[config.mk]
export PLATFORM = sky130hd
export DESIGN_NAME = add16u_share_arb
export DESIGN_NICKNAME = d
export VERILOG_FILES = /design/src/rtl/add16u_share_arb.sv
export SDC_FILE = /design/constraint.sdc
export NUM_CORES = 1
export LEC_CHECK = 0
export ABC_AREA = 1
export ABC_CLOCK_PERIOD_IN_PS = 8100
export CAP_MARGIN = 20
export CORE_MARGIN = 4
export CORE_UTILIZATION = 40
export CTS_CLUSTER_DIAMETER = 80
export DETAILED_ROUTE_END_ITERATION = 12
export PLACE_DENSITY = 0.95
export SLEW_MARGIN = 20
export SYNTH_ARGS = -nofsm -noshare
export SYNTH_HDL_FRONTEND = slang
export SYNTH_SLANG_ARGS = --single-unit
export TNS_END_PERCENT = 1
[constraint.sdc]
create_clock -name clk -period 8.1 [get_ports clk]
set_input_delay 2.025 -clock clk [delete_from_list [all_inputs] [get_ports clk]]
set_output_delay 2.025 -clock clk [all_outputs]
set_load 0.02 [all_outputs]
[src/rtl/add16u_share_arb.sv]
// Round-robin arbiter that time-shares one external 16-bit adder among NREQ
// requesters and returns each 17-bit sum, tagged with its requester ID, through a one-entry result register.
module add16u_share_arb #(
  parameter int NREQ = 4,
  parameter int IDW  = 2
) (
  input  logic                 clk,
  input  logic                 rst_n,
  input  logic                 en,
  input  logic [NREQ-1:0]      req_valid,
  output logic [NREQ-1:0]      req_ready,
  input  logic [16*NREQ-1:0]   req_a,
  input  logic [16*NREQ-1:0]   req_b,
  output logic [15:0]          add_a,
  output logic [15:0]          add_b,
  input  logic [16:0]          add_o,
  output logic                 rsp_valid,
  input  logic                 rsp_ready,
  output logic [16:0]          rsp_data,
  output logic [IDW-1:0]       rsp_id,
  output logic [15:0]          ops_total,
  output logic                 busy
);

  logic [IDW-1:0]    ptr_q, ptr_d;
  logic              rsp_valid_q, rsp_valid_d;
  logic [16:0]       rsp_data_q, rsp_data_d;
  logic [IDW-1:0]    rsp_id_q, rsp_id_d;
  logic [15:0]       ops_total_q, ops_total_d;

  logic [2*NREQ-1:0] valid_rot;
  logic [IDW:0]      sum_idx;
  logic [IDW-1:0]    winner;
  logic              found;
  logic              slot_free;
  logic              grant;

  // Rotate the valid vector so that bit 0 corresponds to ptr_q. The first set bit
  // in this rotated vector is the round-robin winner.
  // NOTE: every variable assigned in this always_comb block gets a default value first.
  // Otherwise a path that does not assign the variable would infer a latch.
  always_comb begin
    valid_rot = {req_valid, req_valid} >> ptr_q;
    winner    = '0;
    found     = 1'b0;
    sum_idx   = '0;
    for (int k = 0; k < NREQ; k++) begin
      if (!found && valid_rot[k]) begin
        found   = 1'b1;
        sum_idx = {1'b0, ptr_q} + (IDW+1)'(k);
        winner  = (sum_idx >= (IDW+1)'(NREQ)) ? IDW'(sum_idx - (IDW+1)'(NREQ))
                                              : IDW'(sum_idx);
      end
    end
  end

  // Reset also gates the grant, so req_ready and the adder inputs read zero while reset is asserted.
  assign slot_free = !rsp_valid_q || rsp_ready;
  assign grant     = rst_n && en && slot_free && found;

  always_comb begin
    req_ready = '0;
    add_a     = 16'h0000;
    add_b     = 16'h0000;
    for (int i = 0; i < NREQ; i++) begin
      if (grant && (winner == IDW'(i))) begin
        req_ready[i] = 1'b1;
        add_a        = req_a[16*i +: 16];
        add_b        = req_b[16*i +: 16];
      end
    end
  end

  always_comb begin
    ptr_d       = ptr_q;
    rsp_valid_d = rsp_valid_q;
    rsp_data_d  = rsp_data_q;
    rsp_id_d    = rsp_id_q;
    ops_total_d = ops_total_q;
    if (grant) begin
      rsp_valid_d = 1'b1;
      rsp_data_d  = add_o;
      rsp_id_d    = winner;
      ptr_d       = (winner == IDW'(NREQ-1)) ? '0 : winner + IDW'(1);
      ops_total_d = ops_total_q + 16'd1;
    end else if (rsp_ready) begin
      rsp_valid_d = 1'b0;
    end
  end

  // NOTE: state registers use non-blocking assignments. All flops therefore update
  // together at the clock edge, regardless of the order in which the blocks are evaluated.
  always_ff @(posedge clk or negedge rst_n) begin
    if (!rst_n) begin
      ptr_q       <= '0;
      rsp_valid_q <= 1'b0;
      rsp_data_q  <= '0;
      rsp_id_q    <= '0;
      ops_total_q <= '0;
    end else begin
      ptr_q       <= ptr_d;
      rsp_valid_q <= rsp_valid_d;
      rsp_data_q  <= rsp_data_d;
      rsp_id_q    <= rsp_id_d;
      ops_total_q <= ops_total_d;
    end
  end

  assign rsp_valid = rsp_valid_q;
  assign rsp_data  = rsp_data_q;
  assign rsp_id    = rsp_id_q;
  assign ops_total = ops_total_q;
  assign busy      = rsp_valid_q || (en && (|req_valid));

endmodule

==> flow_summary.ini <==
[cts]
ctsLongestPathBuffers = 2
cts_hold_fix_bufs = 0
numCtsBuffers = 5
cts.sinks = 38
cts.clk_slew.worst_paths_ns = 0.07
post_cts_buffers = 0
cts_max_level = 2
worst_skew_pair.late_latency_ns = 0.29
clock_tree.root_cell = clkbuf_8
tritoncts_clock_tree = built
cts_resized = 0

[setup_path]
crit_path_start_kind = input port
timing_worst_setup_path_type = input port to primary output
crit_arrival_ns = 5.20
worst_path_largest_cell_delay_ns = 0.61
worst_path_most_repeated_cell = nand2_1
critPathRequiredTime_ns = 6.08
critical_path.endpoint_type = primary output
critical_path.cell_chain = clkdlybuf4s50_1 > inv_2 > nand2_1 > nand3_1 > nand2_1 > nor2_1 > nand2_1 > nand2_1 > nor2_1 > nand2_1 > inv_1 > ha_1 > inv_1 > nor2_4 > nand2_1 > nand2_1 > a21oi_1 > nor2_1 > clkdlybuf4s50_1
critical_path.slowest_cell = clkdlybuf4s50_1
worstPathMaxFanout = 33

[route]
finalWirelength_um = 12300
routed-via-count = 4268
via_per_inst = 4.67
number_of_nets_with_antenna_violations_after_detailed_routing = 0
drt_iter0_markers = 123
wire_per_inst_um = 13.4
drt_pre_antenna_iters = 8
remaining_drc_errors = 0

[synthesis]
synth.lib_cells_used.distinct = 31
leading_cell_types_by_total_area_after_synthesis = nand2_1, dfrtp_1, nor2_1
synth_top_family_by_area = simple AND/OR/NAND/NOR gates
synth.yosys.warnings = 0
synth_edf_count = 0
synth_compound_gate_area_share = 0.0772
yosys.area_share.simple = 0.483
yosys-top-cells-count = nand2_1, nor2_1, inv_1
synth.cell_area_sq_um = 3560
muxShareOfSynthArea = 0
synth_top_area_frac = 0.277
syn_inst = 596
ys_ff_latch = 38
yosysMostFrequentCell = nand2_1
yosys.area.top_type = nand2_1
synth_xor_xnor_area_share = 0.0320
synth.avg_cell_area_sq_um = 5.98
syn_nets = 754
seq_area_frac_synth = 0.267
async_reset_ff_frac = 1.00
post_synth_adder_cell_area = 0.0176
dominantRegCellSynth = dfrtp_1

[die]
core-area_sq_um = 8680
fp.dieW_um = 102
ioPinCount = 226
die-area_sq_um = 10500
initial_core_util = 0.411
chipHeight_um = 102
row_count = 34

[global_route]
antenna_found_initial = 2
top_usage_layer = met2
met3_usage = 0.0696
gr-usage-met2 = 0.397
total_track_usage = 0.226
first_global_vias = 4085
grt_use_met1 = 0.258
grt_remaining_overflow = 0
grt_max_degree = 66
grt_first_pass_wirelength_um = 18900

[sta]
finalSetupTns_ns = 0
max_freq_ghz = 0.138
timing.max_slew.rel_slack = 0.467
skew_ns = 0.00551
final_critical_delay_including_setup_and_external_delays_ns = 7.23
count_of_final_setup_violators = 0
timing.final.max_slew_violations = 0
rsz0062_at_grt = false
worst_pin_slew_ns = 0.798
finalHoldViolations = 0
fin_crit_sh = 0.892

[placement]
detailedPlacementHpwl_um = 9590
io_buffer_count = 225
place.gp.congestion = 0.882
place_area_sq_um = 5780

[power]
worst_ir_drop_vdd_v = 0.000173
power.leakage_uw = 0.00304
cellPowerDensity_nw_per_um2 = 240

[finish]
area_growth_pct = 64.9
final_layout_size_suffix_gt1_frac = 0.0859
layout.nets = 960
layout.cell_area.non_filler_sq_um = 5870
finalCoreUtilization = 0.677

[outcome]
run_status = complete, no violations

[run]
max-cap-violations = 0

[hold_path]
min_path_type = flop to flop
## path summary, 6_finish.rpt
kind | endpoint | slack (ns) | start | depth (start not counted)
setup / recovery | add_b[15] | 0.87 | req_valid[1] | 19
setup reg to reg | ptr_q[1]$_DFFE_PN0P_ | 6.08 | ptr_q[0]$_DFFE_PN0P_ | 11
hold reg to reg | rsp_data[15]$_DFFE_PN0P_ | 0.48 | rsp_data[15]$_DFFE_PN0P_ | 2
min in group asynchronous | rsp_data[4]$_DFFE_PN0P_ | 2.20 | rst_n | 2
hold / removal | rsp_data[15]$_DFFE_PN0P_ | 0.48 | rsp_data[15]$_DFFE_PN0P_ | 2
max in group asynchronous | ops_total[12]$_DFFE_PN0P_ | 5.58 | rst_n | 2
## state kept, by name (all words and copies together), names as in the netlist
| register | flops |
|---|---|
| ops_total | 16 |
| rsp_valid | 1 |
| rsp_data | 17 |
| rsp_id | 2 |
| ptr_q | 2 |
## final cells by class
cell class | instances | area (sq um)
timing repair buffer | 229 | 2280
multi-input combinational | 466 | 2170
antenna | 2 | 5.00
sequential | 38 | 951
inverter | 62 | 235
tap | 108 | 135
clock buffer | 7 | 86.3
clock inverter | 1 | 5.00
fill | 728 | 2800
## power by group
group	total [uW]	internal [uW]	switching, uW
Combinational	1000	432	573
Sequential	270	229	41.2
Clock	132	68.7	63.7
## through the flow
stage / power [uW] / setup WS (ns) / instances / hold slack [ns]
3_3_place_gp: 1270 / 0.953 / 903 / 0.461
6_report: 1410 / 0.871 / 913 / 0.480
4_1_cts: 1420 / 0.830 / 911 / 0.484
3_5_place_dp: 1290 / 0.833 / 903 / 0.464
2_1_floorplan: 901 / 2.21 / 596 / 0.579
5_1_grt: 1530 / 0.507 / 913 / 0.505
## cell usage in the layout, fill, tap and decap left out
master,netlist,routed
o21ai_0,3,3
xor2_1,6,6
nand3b_1,1,1
nand2_4,1,1
clkbuf_1,5,1
clkbuf_8,0,6
inv_2,6,6
nand2_2,2,2
nand3_1,20,20
nor3_1,1,1
nor2_8,1,1
a21oi_1,13,13
buf_4,13,4
clkdlybuf4s50_1,0,225
nand4_1,5,5
o21ai_1,1,1
a21oi_2,20,20
nand2_1,263,263
ha_1,5,5
nor2_2,21,21
inv_4,1,1
nand4_4,1,1
clkinv_2,0,1
nor2_1,88,88
diode_2,0,2
xnor2_1,7,7
nor2_4,4,4
inv_1,55,55
nand2_8,1,1
dfrtp_1,38,38
o21bai_1,1,1
o21a_1,1,1
## cells by family after synthesis
family,after synthesis
adder cells (fa/ha/maj),5
XOR/XNOR,13
flip-flops,38
AND/OR/NAND/NOR,409
buffers and inverters,92
AO/OA/AOI/OAI,39
## metal layers
metal / vias to the layer above / share of wire
li1: 2191 / -
met1: 1889 / 0.39
met2: 170 / 0.49
met3: 18 / 0.10
met4: 0 / 0.020
met5: - / 0
## critical path, delay by kind of cell
| family | cells | cell delay, ns |
|---|---|---|
| compound gates | 1 | 0.06 |
| fa+ha+maj | 1 | 0.15 |
| buf+inv | 5 | 1.36 |
| simple gates | 12 | 1.59 |
Power figures use the tool's default switching activity.
